**src/rtl/adc_decim_fifo_if.sv**
```systemverilog
// Read-side bus between the decimating FIFO and the PMP output stage.
// Handshake: out_valid=1 means adc_data_out holds a stored FIFO head. Each rising edge
// of pmp_dreq, after a 2-FF synchronizer, consumes that head (one pop per rising edge).
// A request that arrives while out_valid=0 is ignored, and adc_data_out keeps its value.
interface adc_decim_fifo_if #(
   parameter int DATA_W = 8
);
   logic              pmp_dreq;
   logic [DATA_W-1:0] adc_data_out;
   logic              out_valid;

   modport master (input pmp_dreq, output adc_data_out, output out_valid);
   modport slave  (output pmp_dreq, input adc_data_out, input out_valid);
endinterface

```
**src/rtl/adc_decim_fifo.sv**
```systemverilog
// ADC decimator (pick / max / min over a runtime window) that feeds a small FIFO.
// The FIFO is drained one entry per synchronized rising edge of pmp_dreq.
module adc_decim_fifo #(
   parameter int DATA_W  = 8,
   parameter int DECIM_W = 16,
   parameter int FIFO_AW = 4
) (
   input  logic               clk,
   input  logic               rst_n,
   input  logic [DATA_W-1:0]  adc_data,
   input  logic               en,
   input  logic [DECIM_W-1:0] decim_ratio,
   input  logic [1:0]         decim_mode,
   input  logic               ovf_clr,
   output logic               decim_clk,
   output logic [FIFO_AW:0]   fifo_count,
   output logic               ovf,
   adc_decim_fifo_if.master   rd_bus
);
   localparam int DEPTH = 1 << FIFO_AW;
   localparam logic [DECIM_W-1:0] RATIO_ONE = DECIM_W'(1);
   localparam logic [FIFO_AW:0]   DEPTH_C   = (FIFO_AW + 1)'(DEPTH);

   // window state
   logic [DECIM_W-1:0] cnt, ratio_l, ratio_in, ratio_cur;
   logic [DATA_W-1:0]  acc, ext, win_result;
   logic               win_last, push_req, is_max, is_min, is_pick;

   // read-side synchronizer
   logic s1, s2, s3, pop_req;

   // fifo state
   logic [DATA_W-1:0]  mem [DEPTH];
   logic [FIFO_AW:0]   wr_ptr, rd_ptr, wr_nxt, rd_nxt, count, cnt_nxt;
   logic               full, empty, pop_eff, push_eff, drop;
   logic [DATA_W-1:0]  head_nxt;

   // A zero ratio counts as one. The live input ratio applies only at window start (cnt==0).
   assign ratio_in  = (decim_ratio == '0) ? RATIO_ONE : decim_ratio;
   assign ratio_cur = (cnt == '0) ? ratio_in : ratio_l;
   assign win_last  = (cnt == ratio_cur - RATIO_ONE);
   assign push_req  = en & win_last;
   assign is_max    = (decim_mode == 2'b01);
   assign is_min    = (decim_mode == 2'b10);
   assign is_pick   = ~is_max & ~is_min;

   // Extremum of the running accumulator and the current sample.
   always_comb begin
      ext = acc;
      if (is_max && (adc_data > acc)) ext = adc_data;
      if (is_min && (adc_data < acc)) ext = adc_data;
      win_result = (is_pick || (cnt == '0)) ? adc_data : ext;
   end

   // Window counter, latched ratio and accumulator. en=0 parks the window at its start.
   always_ff @(posedge clk or negedge rst_n) begin
      if (!rst_n) begin
         cnt     <= '0;
         ratio_l <= '0;
         acc     <= '0;
      end else if (!en) begin
         cnt <= '0;
      end else begin
         if (cnt == '0) ratio_l <= ratio_in;
         cnt <= win_last ? '0 : cnt + RATIO_ONE;
         acc <= (cnt == '0) ? adc_data : ext;
      end
   end

   // Registered window-completion strobe, aligned with the FIFO update.
   always_ff @(posedge clk or negedge rst_n) begin
      if (!rst_n) decim_clk <= 1'b0;
      else        decim_clk <= push_req;
   end

   // 2-FF synchronizer for the asynchronous dreq, plus a delay stage for edge detection.
   always_ff @(posedge clk or negedge rst_n) begin
      if (!rst_n) begin
         s1 <= 1'b0;
         s2 <= 1'b0;
         s3 <= 1'b0;
      end else begin
         s1 <= rd_bus.pmp_dreq;
         s2 <= s1;
         s3 <= s2;
      end
   end
   assign pop_req = s2 & ~s3;

   // Pop is resolved first, so a push into a full FIFO that is popped that cycle still fits.
   assign count      = wr_ptr - rd_ptr;
   assign fifo_count = count;
   assign full       = (count == DEPTH_C);
   assign empty      = (count == '0);
   assign pop_eff    = pop_req & ~empty;
   assign push_eff   = push_req & (~full | pop_eff);
   assign drop       = push_req & full & ~pop_eff;
   assign rd_nxt     = rd_ptr + {{FIFO_AW{1'b0}}, pop_eff};
   assign wr_nxt     = wr_ptr + {{FIFO_AW{1'b0}}, push_eff};
   assign cnt_nxt    = wr_nxt - rd_nxt;
   // If the next head is the slot being written this cycle, bypass the RAM.
   assign head_nxt   = (rd_nxt == wr_ptr) ? win_result : mem[rd_nxt[FIFO_AW-1:0]];

   // FIFO storage.
   always_ff @(posedge clk) begin
      if (push_eff) mem[wr_ptr[FIFO_AW-1:0]] <= win_result;
   end

   // Pointers, sticky overflow flag and the registered head/valid outputs.
   always_ff @(posedge clk or negedge rst_n) begin
      if (!rst_n) begin
         wr_ptr              <= '0;
         rd_ptr              <= '0;
         ovf                 <= 1'b0;
         rd_bus.out_valid    <= 1'b0;
         rd_bus.adc_data_out <= '0;
      end else begin
         wr_ptr <= wr_nxt;
         rd_ptr <= rd_nxt;
         if (drop)         ovf <= 1'b1;
         else if (ovf_clr) ovf <= 1'b0;
         rd_bus.out_valid <= (cnt_nxt != '0);
         if (cnt_nxt != '0) rd_bus.adc_data_out <= head_nxt;
      end
   end
endmodule

```
**src/flat_wrapper.sv**
```systemverilog
// flat-port wrapper written by rule: the top's interface ports become plain ports
module adc_decim_fifo_flat 
#(
   parameter int DATA_W  = 8,
   parameter int DECIM_W = 16,
   parameter int FIFO_AW = 4
)
  (clk, rst_n, adc_data, en, decim_ratio, decim_mode, ovf_clr, decim_clk, fifo_count, ovf, rd_bus_pmp_dreq, rd_bus_adc_data_out, rd_bus_out_valid);
  adc_decim_fifo_if #(.DATA_W(DATA_W)) rd_bus_i ();
  input  logic clk;
  input  logic rst_n;
  input  logic [DATA_W-1:0] adc_data;
  input  logic en;
  input  logic [DECIM_W-1:0] decim_ratio;
  input  logic [1:0] decim_mode;
  input  logic ovf_clr;
  output logic decim_clk;
  output logic [FIFO_AW:0] fifo_count;
  output logic ovf;
  input wire logic [$bits(rd_bus_i.pmp_dreq)-1:0] rd_bus_pmp_dreq;
  output wire logic [$bits(rd_bus_i.adc_data_out)-1:0] rd_bus_adc_data_out;
  output wire logic [$bits(rd_bus_i.out_valid)-1:0] rd_bus_out_valid;
  assign rd_bus_i.pmp_dreq = rd_bus_pmp_dreq;
  assign rd_bus_adc_data_out = rd_bus_i.adc_data_out;
  assign rd_bus_out_valid = rd_bus_i.out_valid;
  adc_decim_fifo #(.DATA_W(DATA_W), .DECIM_W(DECIM_W), .FIFO_AW(FIFO_AW)) u_core (.clk(clk), .rst_n(rst_n), .adc_data(adc_data), .en(en), .decim_ratio(decim_ratio), .decim_mode(decim_mode), .ovf_clr(ovf_clr), .decim_clk(decim_clk), .fifo_count(fifo_count), .ovf(ovf), .rd_bus(rd_bus_i));
endmodule
```
**config.mk**
```make
export PLATFORM = sky130hd
export DESIGN_NAME = adc_decim_fifo_flat
export DESIGN_NICKNAME = d
export VERILOG_FILES = /design/src/rtl/adc_decim_fifo_if.sv /design/src/rtl/adc_decim_fifo.sv /design/src/flat_wrapper.sv
export SDC_FILE = /design/constraint.sdc
export NUM_CORES = 1
export LEC_CHECK = 0
export ABC_CLOCK_PERIOD_IN_PS = 8600
export CAP_MARGIN = 20
export CORE_MARGIN = 5
export CORE_UTILIZATION = 60
export CTS_CLUSTER_SIZE = 24
export DETAILED_ROUTE_END_ITERATION = 10
export GPL_ROUTABILITY_DRIVEN = 0
export PLACE_DENSITY_LB_ADDON = 0.25
export SKIP_LAST_GASP = 1
export SLEW_MARGIN = 20
export SYNTH_ARGS = -nofsm -noshare
export SYNTH_HDL_FRONTEND = slang
export SYNTH_SLANG_ARGS = --single-unit
```
**constraint.sdc**
```tcl
create_clock -name clk -period 8.6 [get_ports clk]
set_input_delay 1.29 -clock clk [delete_from_list [all_inputs] [get_ports clk]]
set_output_delay 1.29 -clock clk [all_outputs]
set_load 0.005 [all_outputs]
```
### Word level (Yosys, flattened, before mapping)

Memory sizes are Yosys's and may differ from the RTL's.
Index checks and enable logic that the tools add are counted.

* logic and storage cells: 61
* input bits: 31
* bits in registers: 64
* output and inout bits: 16
* memories: 1
* RAM bits: 128

Memory list
* u_core.mem: words 16, width 8, read ports 1, clocked after memory_dff 0, write ports 1, line adc_decim_fifo.sv:33 `logic [DATA_W-1:0] mem [DEPTH];`

* mux-type cells: 13
* order comparisons: 2
* bitwise operators: 14
* add/sub/neg operators: 6
* equal/unequal tests: 5
* reductions and logical operators: 8

Operator list (count)
* 2-to-1 mux 16 bit: 4
* 2-to-1 mux 8 bit: 5
* logical NOT 16 bit: 2
* adder 16 x 1 -> 16 bit, second input constant: 1
* equality test 16 bit: 1
* subtractor 16 x 1 -> 16 bit, second input constant: 1
* adder 5 x 1 -> 5 bit: 2
* subtractor 5 bit: 2
* > comparator 8 bit: 1
* < comparator 8 bit: 1
* AND 1 bit: 7
* NOT 1 bit: 6
* equality test 5 bit: 1
* equality test 5 bit, second input constant: 1
* logical NOT 5 bit: 1
* nonzero test 5 bit: 1
* 2-to-1 mux 1 bit: 4
* equality test 2 x 1 -> 1 bit, second input constant: 1
* equality test 2 bit, second input constant: 1
* logical AND 1 bit: 2
* nonzero test 2 bit: 1
* logical OR 1 bit: 1
* OR 1 bit: 1

### Logic depth before layout (Yosys ltp)

* depth after elaboration: 10
* gate-level depth with buffers: 30
* gate-level depth less buffers: 26

### Worst setup path before layout

Ideal clock, no wire load.

* path kind: input to register
* start point: input decim_ratio[10]
* end point: register u_core.rd_bus.adc_data_out[6]
* arrival time: 6.163 ns
* stages on the path: 24
* buffers on the path: 2
* setup slack: 2.316 ns
* required time: 8.480 ns
* setup time: 0.120 ns
* cells stage by stage: nor4_1 > a41oi_1 > nand2_1 > o21ai_0 > ha_1 > nand2b_1 > o31a_1 > nor3_1 > o21a_1 > nor3_1 > nor4b_4 > and3_1 > buf_4 > and3_1 > ha_1 > ha_1 > xor2_1 > ha_1 > a221o_1 > and3_1 > o2111ai_2 > buf_2 > mux2_2 > a31o_2

* word-level cells in the longest chain between the ends: 10

Ends and longest elaborated chain
* start, declared: line flat_wrapper.sv:14 `input logic [DECIM_W-1:0] decim_ratio;`
* logical NOT 16 bit: line adc_decim_fifo.sv:39 `assign ratio_in = (decim_ratio == '0) ? RATIO_ONE : decim_ratio;`
* 2-to-1 mux 16 bit *: line adc_decim_fifo.sv:39
* 2-to-1 mux 16 bit *: line adc_decim_fifo.sv:40 `assign ratio_cur = (cnt == '0) ? ratio_in : ratio_l;`
* subtractor 16 x 1 -> 16 bit *: line adc_decim_fifo.sv:41 `assign win_last = (cnt == ratio_cur - RATIO_ONE);`
* equality test 16 bit *: line adc_decim_fifo.sv:41
* AND 1 bit *: line adc_decim_fifo.sv:42 `assign push_req = en & win_last;`
* AND 1 bit *: line adc_decim_fifo.sv:96 `assign push_eff = push_req & (~full | pop_eff);`
* adder 5 x 1 -> 5 bit *: line adc_decim_fifo.sv:99 `assign wr_nxt = wr_ptr + {{FIFO_AW{1'b0}}, push_eff};`
* named net u_core.wr_nxt[2]: line adc_decim_fifo.sv:34 `logic [FIFO_AW:0] wr_ptr, rd_ptr, wr_nxt, rd_nxt, count, cnt_nxt;`
* subtractor 5 bit *: line adc_decim_fifo.sv:100 `assign cnt_nxt = wr_nxt - rd_nxt;`
* nonzero test 5 bit *: line adc_decim_fifo.sv:123 `if (cnt_nxt != '0) rd_bus.adc_data_out <= head_nxt;`
* end signal, assigned: line adc_decim_fifo.sv:123
* end, declared: line adc_decim_fifo_if.sv:12 `modport master (input pmp_dreq, output adc_data_out, output out_valid);`

Mark *: on every way through the listed nets, which the timed path passes. The rest lies on a longest branch.
A chain may end at the register's enable or synchronous reset.

### Worst setup path in the final report

* start point: register u_core.cnt[0]
* end point: register u_core.rd_bus.adc_data_out[4]

* word-level cells in the longest chain between the ends: 9
* elaborated cells on any way between the ends: 12
* classes of those cells: 3 x add/sub; 1 x eq/ne; 3 x mux; 2 x bitwise; 3 x reduce/logical

Ends and longest elaborated chain
* start, declared: line adc_decim_fifo.sv:25 `logic [DECIM_W-1:0] cnt, ratio_l, ratio_in, ratio_cur;`
* start signal, assigned: line adc_decim_fifo.sv:65 `cnt <= win_last ? '0 : cnt + RATIO_ONE;`
* logical NOT 16 bit: line adc_decim_fifo.sv:40
* 2-to-1 mux 16 bit: line adc_decim_fifo.sv:40
* subtractor 16 x 1 -> 16 bit: line adc_decim_fifo.sv:41
* equality test 16 bit *: line adc_decim_fifo.sv:41
* AND 1 bit *: line adc_decim_fifo.sv:42
* AND 1 bit *: line adc_decim_fifo.sv:96
* adder 5 x 1 -> 5 bit *: line adc_decim_fifo.sv:99
* named net u_core.wr_nxt[1]: line adc_decim_fifo.sv:34
* subtractor 5 bit *: line adc_decim_fifo.sv:100
* nonzero test 5 bit *: line adc_decim_fifo.sv:123

Marks and branches as above.

==> report_table.html <==
<table>
<tr><th>Metric</th><th>Value</th></tr>
<tr><th colspan="2">Clock network</th></tr>
<tr><td>Longest Clk Path Bufs</td><td>2</td></tr>
<tr><td>Insertion delay of the later-clocked pin in the worst-skew pair</td><td>between 400 and 500 ps</td></tr>
<tr><td>Clock buffers created by TritonCTS</td><td>17</td></tr>
<tr><td>Post-CTS Hold Fix Bufs</td><td>0</td></tr>
<tr><td>TritonCTS clock tree</td><td>built</td></tr>
<tr><td>Setup Buffers After CTS</td><td>0</td></tr>
<tr><td>Clock sink total</td><td>around 190</td></tr>
<tr><td>Number of instances resized during post-cts repair</td><td>0</td></tr>
<tr><td>CTS H-tree lvls</td><td>4</td></tr>
<tr><td>Clk Tree Root Cell</td><td>clkbuf_16</td></tr>
<tr><td>Clock slew seen by the registers of the worst setup and hold paths</td><td>roughly 70 ps</td></tr>
<tr><th colspan="2">Synthesis</th></tr>
<tr><td>Synthesized area per cell</td><td>14.2 sq um</td></tr>
<tr><td>Area share of the leading cell type in the synthesized netlist</td><td>39.8%</td></tr>
<tr><td>Total number of yosys warnings</td><td>0</td></tr>
<tr><td>Ranking of synthesized cells by instance count</td><td>edfxtp_1 (128), dfrtp_1 (64), mux4_2 (40), mux2_2 (37), inv_1 (32)</td></tr>
<tr><td>Number of enable-type register cells in the synthesized netlist</td><td>128</td></tr>
<tr><td>Dominant cell type by area after synthesis</td><td>edfxtp_1</td></tr>
<tr><td>Share of synthesized flip-flops with an asynchronous set or reset</td><td>33.3%</td></tr>
<tr><td>Top flip-flop cell by instance count after synthesis</td><td>edfxtp_1</td></tr>
<tr><td>Top cells by area, synth</td><td>edfxtp_1 (40%), dfrtp_1 (17%), mux4_2 (9.3%)</td></tr>
<tr><td>Most frequent cell after synthesis</td><td>edfxtp_1</td></tr>
<tr><td>Seq cells post-synth</td><td>roughly 190</td></tr>
<tr><td>Unique cell type count in the Yosys netlist</td><td>between 60 and 70</td></tr>
<tr><td>Number of instances in the synthesized netlist</td><td>682</td></tr>
<tr><td>Syn_nets</td><td>740</td></tr>
<tr><td>Share of synthesized area occupied by flip-flops and latches</td><td>a little under three fifths</td></tr>
<tr><td>Syn Std Cell Area</td><td>9670 sq um</td></tr>
<tr><th colspan="2">Critical path</th></tr>
<tr><td>Crit-path slowest cell</td><td>and4_1</td></tr>
<tr><td>Highest net fanout along the worst path</td><td>26</td></tr>
<tr><td>Required time of the worst setup path</td><td>a little under 9000 ps</td></tr>
<tr><td>Endpoint arrival time on the critical path</td><td>slightly below 8000 ps</td></tr>
<tr><td>Buf+Inv Stages, Crit Path</td><td>2</td></tr>
<tr><td>CP most frequent cell</td><td>ha_1</td></tr>
<tr><td>Kind of critical path</td><td>reg2reg</td></tr>
<tr><td>Gate family responsible for the most delay along the worst path</td><td>simple AND/OR/NAND/NOR gates</td></tr>
<tr><td>Element type at the critical path start</td><td>register</td></tr>
<tr><td>Largest incremental delay on the critical path</td><td>roughly 910 ps</td></tr>
<tr><td>Worst Setup End Kind</td><td>register</td></tr>
<tr><th colspan="2">Power</th></tr>
<tr><td>VDD IR max</td><td>0.191 mV</td></tr>
<tr><td>Share of total power in the clock network</td><td>about a quarter</td></tr>
<tr><td>Sequential fraction of design power</td><td>37.3%</td></tr>
<tr><td>Internal power component</td><td>about 0.0021 W</td></tr>
<tr><td>Power per cell area</td><td>around 280 nW/um^2</td></tr>
<tr><td>Switching share of power</td><td>a little under a third</td></tr>
<tr><td>Power spent charging and discharging nets</td><td>around 0.00094 W</td></tr>
<tr><td>Static leakage</td><td>~3.9 nW</td></tr>
<tr><td>Combinational group share of total power</td><td>36.3%</td></tr>
<tr><th colspan="2">Floorplan</th></tr>
<tr><td>I/O pins</td><td>47</td></tr>
<tr><td>Area of the core</td><td>approximately 16000 sq um</td></tr>
<tr><td>Initial Util</td><td>61.1%</td></tr>
<tr><td>Placement Rows</td><td>46</td></tr>
<tr><td>Die span in y</td><td>137 um</td></tr>
<tr><td>Die Footprint</td><td>about 19000 sq um</td></tr>
<tr><td>Width of the chip</td><td>roughly 140 um</td></tr>
<tr><th colspan="2">STA</th></tr>
<tr><td>Shortest clock period the worst path allows after layout</td><td>~7400 ps</td></tr>
<tr><td>Setup violations, final</td><td>0</td></tr>
<tr><td>Total negative slack</td><td>0 ps</td></tr>
<tr><td>Max_slew headroom</td><td>around a quarter</td></tr>
<tr><td>Layout Skew</td><td>9.53 ps</td></tr>
<tr><td>Hold Vio Cnt, Final</td><td>0</td></tr>
<tr><td>Max-slew violations</td><td>0</td></tr>
<tr><td>Final setup margin</td><td>1200 ps</td></tr>
<tr><td>Fmax</td><td>about 0.14 GHz</td></tr>
<tr><td>Final clock period utilization by the worst path</td><td>86.1%</td></tr>
<tr><td>Slew of the pin with the lowest slew margin</td><td>~1100 ps</td></tr>
<tr><td>Setup repair after global routing missed its margin</td><td>no</td></tr>
<tr><th colspan="2">Global route</th></tr>
<tr><td>Total global routing overflow</td><td>0</td></tr>
<tr><td>Global-route track usage on met3</td><td>4.23%</td></tr>
<tr><td>Global Route met2 Usage</td><td>~36%</td></tr>
<tr><td>GR met1 Demand/Resource</td><td>31.3%</td></tr>
<tr><td>Initial antenna violation count</td><td>0</td></tr>
<tr><td>Via count of the first global-routing pass</td><td>between 5000 and 6000</td></tr>
<tr><td>Largest net degree at the start of global routing</td><td>65</td></tr>
<tr><td>Global-route wire length before repair</td><td>31600 um</td></tr>
<tr><td>Total track usage</td><td>22.5%</td></tr>
<tr><td>GRT busiest layer</td><td>met2</td></tr>
<tr><th colspan="2">Placement</th></tr>
<tr><td>Dpl ws</td><td>roughly 860 ps</td></tr>
<tr><td>Count of port buffers added during placement</td><td>between 40 and 50</td></tr>
<tr><td>Final HPWL from detailed placement</td><td>13600 um</td></tr>
<tr><th colspan="2">Cells and area</th></tr>
<tr><td>Layout cells sized above 1</td><td>21.9%</td></tr>
<tr><td>Layout Area Growth over Synthesis</td><td>12.8%</td></tr>
<tr><td>Diode count</td><td>0</td></tr>
<tr><td>Net count reported at finish</td><td>776</td></tr>
<tr><td>Core occupancy in the finished layout</td><td>~69%</td></tr>
<tr><th colspan="2">Detailed routing</th></tr>
<tr><td>Post-detailed-route via-to-cell ratio</td><td>6.26</td></tr>
<tr><td>Detailed-route DRC error count</td><td>0</td></tr>
<tr><td>Wirelength per Cell</td><td>approximately 21 um</td></tr>
<tr><td>Routed vias</td><td>5925</td></tr>
<tr><td>Detailed Routing Iterations Pass 1</td><td>5</td></tr>
<tr><td>Iteration-0 DRC Markers</td><td>between 300 and 400</td></tr>
<tr><td>Routed WL</td><td>~20000 um</td></tr>
<tr><td>Residual antenna-violating net count after detailed routing</td><td>0</td></tr>
<tr><th colspan="2">Hold path</th></tr>
<tr><td>Type of the worst min-delay path</td><td>reg2reg</td></tr>
<tr><th colspan="2">Run</th></tr>
<tr><td>Number of max-cap violations</td><td>0</td></tr>
<tr><th colspan="2">Outcome</th></tr>
<tr><td>Run status</td><td>completed</td></tr>
</table>
==> cells in the final DEF, fill, tap and decap left out, types with 19 or more instances in the layout <==
| master | instances |
|---|---|
| clkbuf_16 | 19 |
| clkdlybuf4s50_1 | 45 |
| dfrtp_1 | 64 |
| edfxtp_1 | 128 |
| ha_1 | 24 |
| inv_1 | 32 |
| mux2_2 | 37 |
| mux4_2 | 40 |
| nand2_1 | 19 |
| nand3_1 | 29 |
| nor3_1 | 22 |
| xnor2_1 | 31 |
==> sequential cells by signal (all words and copies together) (netlist names) <==
register,count
u_core.decim_clk,1
u_core.acc,8
u_core.rd_bus.adc_data_out,8
u_core.rd_ptr,5
u_core.rd_bus.out_valid,1
u_core.ovf,1
u_core.s1,1
u_core.cnt,16
u_core.s3,1
u_core.s2,1
u_core.ratio_l,16
u_core.wr_ptr,5
u_core.mem,128
==> stage by stage <==
step | cells | power, W | area (sq um) | hold WS [ps]
2_1_floorplan | 682 | 0.00195 | 9670 | 331
3_3_place_gp | 915 | 0.00221 | 10200 | 334
3_5_place_dp | 915 | 0.00226 | 10300 | 348
4_1_cts | 947 | 0.00309 | 10900 | 370
5_1_grt | 947 | 0.00323 | 10900 | 385
6_report | 947 | 0.00307 | 10900 | 371
==> per-layer routing <==
layer / wire, um / vias to the layer above
met2: 9670 / 237
met5: 0 / -
li1: - / 2701
met1: 8460 / 2954
met3: 1340 / 33
met4: 429 / 0
==> final timing paths <==
check / startpoint / endpoint / slack [ps] / cells after the start
min in group asynchronous: rst_n / u_core.s2$_DFF_PN0_ / 1030 / 2
hold reg to reg: u_core.s1$_DFF_PN0_ / u_core.s2$_DFF_PN0_ / 370 / 0
max in group asynchronous: rst_n / u_core.acc[5]$_DFFE_PN0P_ / 7000 / 2
hold / removal: u_core.s1$_DFF_PN0_ / u_core.s2$_DFF_PN0_ / 370 / 0
setup reg to reg: u_core.cnt[0]$_DFF_PN0_ / u_core.rd_bus.adc_data_out[4]$_DFFE_PN0P_ / 1200 / 27
setup / recovery: u_core.cnt[0]$_DFF_PN0_ / u_core.rd_bus.adc_data_out[4]$_DFFE_PN0P_ / 1200 / 27
==> worst register-to-register path, stage by stage (launching register included) <==
cell and delay [ps]:
dfrtp_1 450, inv_1 140, ha_1 150, nor4b_2 270, and4_1 910, nand2_1 90, o21ai_0 190, ha_1 310
nand2b_1 160, nor4b_1 530, mux2i_1 180, a21oi_1 220, a211oi_1 70, a21o_1 200, and3_1 150, buf_4 190
and3_1 180, ha_1 200, ha_1 300, ha_1 310, nor2b_1 150, o21ai_0 190, nand2_1 120, xnor2_1 150
and3_1 200, o2111ai_2 650, mux2_2 420, a31o_2 220
==> power by group through the flow <==
stage,clock (W),sequential [W],combinational [W]
final,0.000809,0.00114,0.00111
after global routing,0.000866,0.00115,0.00121
after CTS,0.000824,0.00114,0.00112
after detailed placement,0,0.00116,0.00110
after global placement,0,0.00116,0.00105
after floorplan,0,0.00115,0.000805
==> area by class of cell <==
class,instances,area [sq um]
clock buffers,20,489
clock inverters,12,134
fillers,1060,4920
inverters,33,124
multi-input cells,419,3920
flip-flops and latches,192,5450
well taps,216,270
repair buffers,55,523
==> kinds of logic after synthesis <==
group                      share of synthesized area [%]
muxes                                               15.0
buffers and inverters                               3.60
DFF                                                 56.3
AOI/OAI and AO/OA                                   5.85
xor gates and xnor gates                            4.44
adders and majority gates                           3.57
and+or+nand+nor                                     11.3
No activity file was read; power rests on OpenSTA's default activity.
